## src/rtl/ecc_arb_pkg.sv

```systemverilog
// ecc_arb_pkg: shared command/state types and widths for the ECC engine arbiter
package ecc_arb_pkg;
  localparam int ECC_ARB_CMD_W = 2;
  typedef enum logic [ECC_ARB_CMD_W-1:0] {
    CMD_NONE   = 2'b00,
    CMD_KEYGEN = 2'b01,
    CMD_SIGN   = 2'b10,
    CMD_VERIFY = 2'b11
  } ecc_arb_cmd_e;
  typedef enum logic [1:0] {
    IDLE,
    ISSUE,
    WAIT_DONE,
    RELEASE
  } ecc_arb_state_e;
endpackage

```

## src/rtl/ecc_rr_picker.sv

```systemverilog
// ecc_rr_picker: combinational rotate-priority pick of the first request at/after ptr
//   req    in  NUM_REQ   request vector
//   ptr    in  IW        round-robin start position
//   onehot out NUM_REQ   selected requester
//   idx    out IW        index of selected requester
//   any    out 1         at least one request present
module ecc_rr_picker import ecc_arb_pkg::*; #(
  parameter int NUM_REQ = 3,
  localparam int IW = $clog2(NUM_REQ)
) (
  input  logic [NUM_REQ-1:0] req,
  input  logic [IW-1:0]      ptr,
  output logic [NUM_REQ-1:0] onehot,
  output logic [IW-1:0]      idx,
  output logic               any
);
  assign any = |req;
  // First pass finds the lowest set request (the wrap-around winner); the second
  // pass overrides it with the lowest set request at or above ptr, if one exists.
  always_comb begin
    onehot = '0;
    idx = '0;
    for (int j = NUM_REQ - 1; j >= 0; j--)
      if (req[j]) begin
        onehot = '0;
        onehot[j] = 1'b1;
        idx = IW'(j);
      end
    for (int j = NUM_REQ - 1; j >= 0; j--)
      if (req[j] && IW'(j) >= ptr) begin
        onehot = '0;
        onehot[j] = 1'b1;
        idx = IW'(j);
      end
  end
endmodule

```

## src/rtl/ecc_engine_arb.sv

```systemverilog
// ecc_engine_arb: round-robin arbiter sharing one ECC engine between NUM_REQ requesters
//   clk, reset (async, active-high)
//   req_i/cmd_i      per-requester request level and 2-bit command
//   gnt_o            one-hot grant, held until release
//   done_o/err_o     1-cycle completion / error pulse to the owner
//   zeroize_i        abort everything, pulses eng_zeroize_o
//   eng_ready_i/eng_valid_i   engine idle / result valid
//   eng_start_o/eng_cmd_o     1-cycle command strobe and command
//   eng_zeroize_o    1-cycle engine zeroize strobe
//   Optional watchdog in WAIT_DONE: define ECC_ARB_TIMEOUT_EN.
module ecc_engine_arb import ecc_arb_pkg::*; #(
  parameter int          NUM_REQ        = 3,
  parameter int unsigned TIMEOUT_CYCLES = 2**20
) (
  input  logic                              clk,
  input  logic                              reset,
  input  logic [NUM_REQ-1:0]                req_i,
  input  logic [NUM_REQ*ECC_ARB_CMD_W-1:0]  cmd_i,
  output logic [NUM_REQ-1:0]                gnt_o,
  output logic [NUM_REQ-1:0]                done_o,
  output logic [NUM_REQ-1:0]                err_o,
  input  logic                              zeroize_i,
  input  logic                              eng_ready_i,
  input  logic                              eng_valid_i,
  output logic                              eng_start_o,
  output logic [ECC_ARB_CMD_W-1:0]          eng_cmd_o,
  output logic                              eng_zeroize_o
);
  localparam int IW = $clog2(NUM_REQ);
  ecc_arb_state_e state, state_d;
  ecc_arb_cmd_e cmd_q, cmd_d, pick_cmd;
  logic [NUM_REQ-1:0] gnt_d, done_d, err_d, pick_oh, own_oh;
  logic [IW-1:0] owner, owner_d, rr_ptr, rr_d, pick_idx;
  logic pick_any, start_d, zer_d, expired;
  ecc_rr_picker #(.NUM_REQ(NUM_REQ)) u_pick (
    .req    (req_i),
    .ptr    (rr_ptr),
    .onehot (pick_oh),
    .idx    (pick_idx),
    .any    (pick_any)
  );
  assign own_oh = NUM_REQ'(1) << owner;
  assign eng_cmd_o = eng_start_o ? cmd_q : CMD_NONE;
  always_comb begin
    pick_cmd = CMD_NONE;
    for (int i = 0; i < NUM_REQ; i++)
      if (pick_oh[i]) pick_cmd = ecc_arb_cmd_e'(cmd_i[i*ECC_ARB_CMD_W +: ECC_ARB_CMD_W]);
  end
`ifdef ECC_ARB_TIMEOUT_EN
  logic [31:0] wd_cnt;
  // Counter sits at zero outside WAIT_DONE, so it is cleared on every entry.
  always_ff @(posedge clk or posedge reset)
    if (reset) wd_cnt <= '0;
    else wd_cnt <= (state == WAIT_DONE) ? wd_cnt + 32'd1 : '0;
  assign expired = (state == WAIT_DONE) && (wd_cnt == 32'(TIMEOUT_CYCLES - 1));
`else
  logic unused_timeout;
  assign unused_timeout = ^TIMEOUT_CYCLES;
  assign expired = 1'b0;
`endif
  always_comb begin
    state_d = state;
    gnt_d = gnt_o;
    owner_d = owner;
    cmd_d = cmd_q;
    rr_d = rr_ptr;
    start_d = 1'b0;
    done_d = '0;
    err_d = '0;
    zer_d = 1'b0;
    if (zeroize_i) begin
      state_d = IDLE;
      gnt_d = '0;
      zer_d = 1'b1;
    end else begin
      case (state)
        IDLE: if (pick_any && eng_ready_i) begin
          state_d = ISSUE;
          gnt_d = pick_oh;
          owner_d = pick_idx;
          cmd_d = pick_cmd;
        end
        ISSUE: if (cmd_q == CMD_NONE) begin
          done_d = own_oh;
          err_d = own_oh;
          state_d = RELEASE;
        end else begin
          start_d = 1'b1;
          state_d = WAIT_DONE;
        end
        // A real result in the expiry cycle takes precedence over the watchdog.
        WAIT_DONE: if (eng_valid_i && eng_ready_i) begin
          done_d = own_oh;
          state_d = RELEASE;
        end else if (expired) begin
          done_d = own_oh;
          err_d = own_oh;
          zer_d = 1'b1;
          state_d = RELEASE;
        end
        RELEASE: begin
          gnt_d = '0;
          rr_d = (owner == IW'(NUM_REQ - 1)) ? '0 : owner + 1'b1;
          state_d = IDLE;
        end
        default: state_d = IDLE;
      endcase
    end
  end
  always_ff @(posedge clk or posedge reset)
    if (reset) begin
      state <= IDLE;
      gnt_o <= '0;
      done_o <= '0;
      err_o <= '0;
      eng_start_o <= 1'b0;
      eng_zeroize_o <= 1'b0;
      owner <= '0;
      cmd_q <= CMD_NONE;
      rr_ptr <= '0;
    end else begin
      state <= state_d;
      gnt_o <= gnt_d;
      done_o <= done_d;
      err_o <= err_d;
      eng_start_o <= start_d;
      eng_zeroize_o <= zer_d;
      owner <= owner_d;
      cmd_q <= cmd_d;
      rr_ptr <= rr_d;
    end
endmodule

```

## config.mk

```make
export PLATFORM = sky130hd
export DESIGN_NAME = ecc_engine_arb
export DESIGN_NICKNAME = d
export VERILOG_FILES = /design/src/rtl/ecc_arb_pkg.sv /design/src/rtl/ecc_rr_picker.sv /design/src/rtl/ecc_engine_arb.sv
export SDC_FILE = /design/constraint.sdc
export NUM_CORES = 1
export LEC_CHECK = 0
export ABC_AREA = 0
export CORE_UTILIZATION = 42
export CTS_CLUSTER_SIZE = 8
export DETAILED_ROUTE_END_ITERATION = 16
export PLACE_DENSITY = 0.69
export SYNTH_ARGS = -nofsm -noshare
export SYNTH_HDL_FRONTEND = slang
export SYNTH_SLANG_ARGS = --single-unit
export TNS_END_PERCENT = 10
```

## constraint.sdc

```tcl
create_clock -name clk -period 2.8 [get_ports clk]
set_input_delay 0.56 -clock clk [delete_from_list [all_inputs] [get_ports clk]]
set_output_delay 0.56 -clock clk [all_outputs]
set_load 0.05 [all_outputs]
```

==> flow_summary.yaml <==
status:
  run_status: "finished clean"
sta:
  max_slew_margin: 0.531
  tightestPinTransition_ns: 0.703
  finalSetupTns_ns: 0
  report.final.hold_viol_count: 0
  grt_setup_unrepaired: "no"
  final.setup_skew_ns: 0.00173
  report.final.setup_viol: 0
  period_share: 0.776
  final.min_clock_period_ns: 2.17
  fmaxAchievable_mhz: 460
  maxSlewViolCount: 0
  hold_slack_ns: 0.568
synth:
  synth_common_cells: "19 x sky130_fd_sc_hd__dfrtp_1, 8 x sky130_fd_sc_hd__nor2_1, 7 x sky130_fd_sc_hd__nand2b_1, 5 x sky130_fd_sc_hd__ha_1, 5 x sky130_fd_sc_hd__inv_1"
  synth.distinct_cells: 36
  synth_top_area_share: 0.459
  syn_nets: 117
  synth-async-reset-ratio: 1.00
  yosysWarnings: 0
  synthFlopType: "sky130_fd_sc_hd__dfrtp_1"
  netlist.top_cell.by_area: "sky130_fd_sc_hd__dfrtp_1"
  register_area_share_after_synthesis: 0.459
  netlist_instances: 98
  synthMostInstantiatedCell: "sky130_fd_sc_hd__dfrtp_1"
  synth_top_cells_by_area: "sky130_fd_sc_hd__dfrtp_1 46%, sky130_fd_sc_hd__ha_1 6.0%, sky130_fd_sc_hd__nand2b_1 4.2%, sky130_fd_sc_hd__nor2_1 2.9%, sky130_fd_sc_hd__nand4_1 2.4%"
  cell_area_after_synthesis_um2: 1040
  postSynthAreaPerCell_um2: 10.6
  synth.ff_latch_count: 19
  number_of_enable_flip_flop_cells_after_synthesis: 0
critical_path:
  cp-start-kind: "flop"
  critical_path.max_fanout: 3
  worst-endpoint-required_ns: 2.24
  timing_worst_setup_path_type: "flop to output port"
  critical_path_arrival_ns: 1.61
  setup.worst_path.end_class: "output port"
global_route:
  number_of_global_route_vias_before_repair: 785
  largest_net_degree_at_the_start_of_global_routing: 20
  grt_pass1_wl_um: 3510
  globalRouteTotalUtil: 0.181
  antenna_found_initial: 0
  gr-total-overflow: 0
drt:
  detail_route.first_pass.iterations: 4
  drc: 0
  detailroute.via_count: 813
  avgViaCountPerCell: 5.25
  finalWirelength_um: 2040
  drt_iter0_drc: 12
  ant_nets: 0
  wire_length_per_cell_after_detailed_routing_um: 13.2
clock_network:
  h_tree_depth: 1
  clk_pin_slew_ns: 0.11
  tritoncts: "yes"
  cts_setup_buffers: 0
  tritoncts.num_buffers: 3
  postCtsHoldBufs: 0
  cts-root-to-sink-buffers: 2
  clk-insertion-delay-late_ns: 0.29
  cts-root-buf: "sky130_fd_sc_hd__clkbuf_4"
  clkSinkCount: 19
  cts.repair.resized: 0
worst_hold_path:
  timing.hold.worst.class: "flop to flop"
power_and_ir_drop:
  power.share.clock: 0.132
  vdd.ir_drop.worst_mv: 0.419
  power_density_nw_per_um2: 775
  power.leakage_nw: 0.562
  internal_power_mw: 0.612
  sequential_share_of_power: 0.406
  pwr-share-comb: 0.461
  total_switching_power_mw: 0.434
  overall_power_after_layout_mw: 1.05
  switching_share: 0.415
floorplan:
  io_pins: 27
  die_height_um: 51.7
  placementRows: 17
  design.die.area_um2: 2670
  die_w_um: 51.7
  start_util: 0.455
  core_area_um2: 2280
finish:
  syn_to_layout_area_delta_pct: 30.3
  drive_above_1_share: 0.102
  insertedDiodeCount: 0
  fillers: 202
  number_of_nets_at_the_end_of_the_flow: 147
placed_design:
  globalplace.congestion: 0.783
  detailed_place_hpwl_um: 1590
  placement.io_buffers: 26
run:
  drv.max_cap_violation_count: 0
==> sequential cells by signal, indices dropped and copies added, names as in the netlist <==
name and flops:
done_o 3, err_o 3, gnt_o 3, cmd_q 2, owner 2, rr_ptr 2, state 2, eng_start_o 1
eng_zeroize_o 1
==> power groups by stage <==
stage / clock network, mW / logic, mW / registers, mW
finish: 0.139 / 0.483 / 0.425
global route: 0.153 / 0.530 / 0.440
CTS: 0.142 / 0.488 / 0.426
detailed placement: 0 / 0.487 / 0.432
global placement: 0 / 0.482 / 0.427
floorplan: 0 / 0.312 / 0.460
==> metrics by stage <==
stage | instance area [µm²] | setup slack [ns] | std cells | util
floorplan | 1040 | 1.13 | 98 | -
global placement | 1320 | 0.709 | 151 | 0.582
detailed placement | 1320 | 0.687 | 151 | 0.582
CTS | 1350 | 0.627 | 155 | 0.593
global route | 1350 | 0.569 | 155 | 0.593
finish | 1350 | 0.627 | 155 | 0.593
==> final cells by class <==
class                      count  area, µm²  share of cell area
multi-input combinational     72        527               0.390
sequential                    19        475               0.352
timing repair buffer          27        268               0.198
tap                           28       35.0              0.0260
clock buffer                   4       26.3              0.0195
inverter                       5       18.8              0.0139
==> worst paths after layout <==
path	start	end	slack (ns)	depth (start not counted)
hold reg to reg	gnt_o[1]$_DFFE_PP0P_	gnt_o[1]$_DFFE_PP0P_	0.57	2
setup / recovery	cmd_q[0]$_DFFE_PP0P_	eng_cmd_o[0]	0.63	2
setup reg to reg	state[0]$_DFFE_PP0P_	state[0]$_DFFE_PP0P_	1.04	6
min in group asynchronous	reset	eng_start_o$_DFF_PP0_	0.67	2
hold / removal	gnt_o[1]$_DFFE_PP0P_	gnt_o[1]$_DFFE_PP0P_	0.57	2
max in group asynchronous	reset	rr_ptr[0]$_DFFE_PP0P_	1.69	2
==> layout by cell type (no fill, tap or decap), types with 2 or more instances in the layout <==
cell type and instances:
sky130_fd_sc_hd__clkdlybuf4s50_1 26, sky130_fd_sc_hd__dfrtp_1 19, sky130_fd_sc_hd__nor2_1 8, sky130_fd_sc_hd__nand2b_1 7
sky130_fd_sc_hd__inv_1 5, sky130_fd_sc_hd__ha_1 5, sky130_fd_sc_hd__nand2_1 4, sky130_fd_sc_hd__nand4_1 4
sky130_fd_sc_hd__a31oi_1 3, sky130_fd_sc_hd__nor2b_1 3, sky130_fd_sc_hd__nor3b_1 3, sky130_fd_sc_hd__clkbuf_4 3
sky130_fd_sc_hd__nor4_1 2, sky130_fd_sc_hd__o21a_1 2, sky130_fd_sc_hd__mux2i_1 2, sky130_fd_sc_hd__nand3_1 2
sky130_fd_sc_hd__a21oi_2 2, sky130_fd_sc_hd__a32oi_1 2, sky130_fd_sc_hd__o21ai_0 2, sky130_fd_sc_hd__a21o_1 2
sky130_fd_sc_hd__nor3_1 2, sky130_fd_sc_hd__and2_1 2, sky130_fd_sc_hd__o22ai_1 2
==> kinds of logic (layout without fill, tap and decap cells) <==
group / Yosys count / after routing / synth area share
flops: 19 / 19 / 0.459
fa+ha+maj: 5 / 5 / 0.0604
mux: 4 / 4 / 0.0447
compound gates: 21 / 21 / 0.159
buf+inv: 7 / 36 / 0.0326
simple gates: 42 / 42 / 0.244
==> critical path, stage by stage (launching register included) <==
cell and delay (ns):
sky130_fd_sc_hd__dfrtp_1 0.40, sky130_fd_sc_hd__and2_1 0.13, sky130_fd_sc_hd__clkdlybuf4s50_1 0.79
==> layer usage <==
layer / GRT usage / vias up / share of wire
met2: 0.294 / 22 / 0.48
met3: 0.0322 / 2 / 0.047
met4: 0.0811 / 0 / 0.0068
li1: - / 412 / -
met5: 0 / - / 0
met1: 0.233 / 377 / 0.47
No activity file was read; power rests on OpenSTA's default activity.
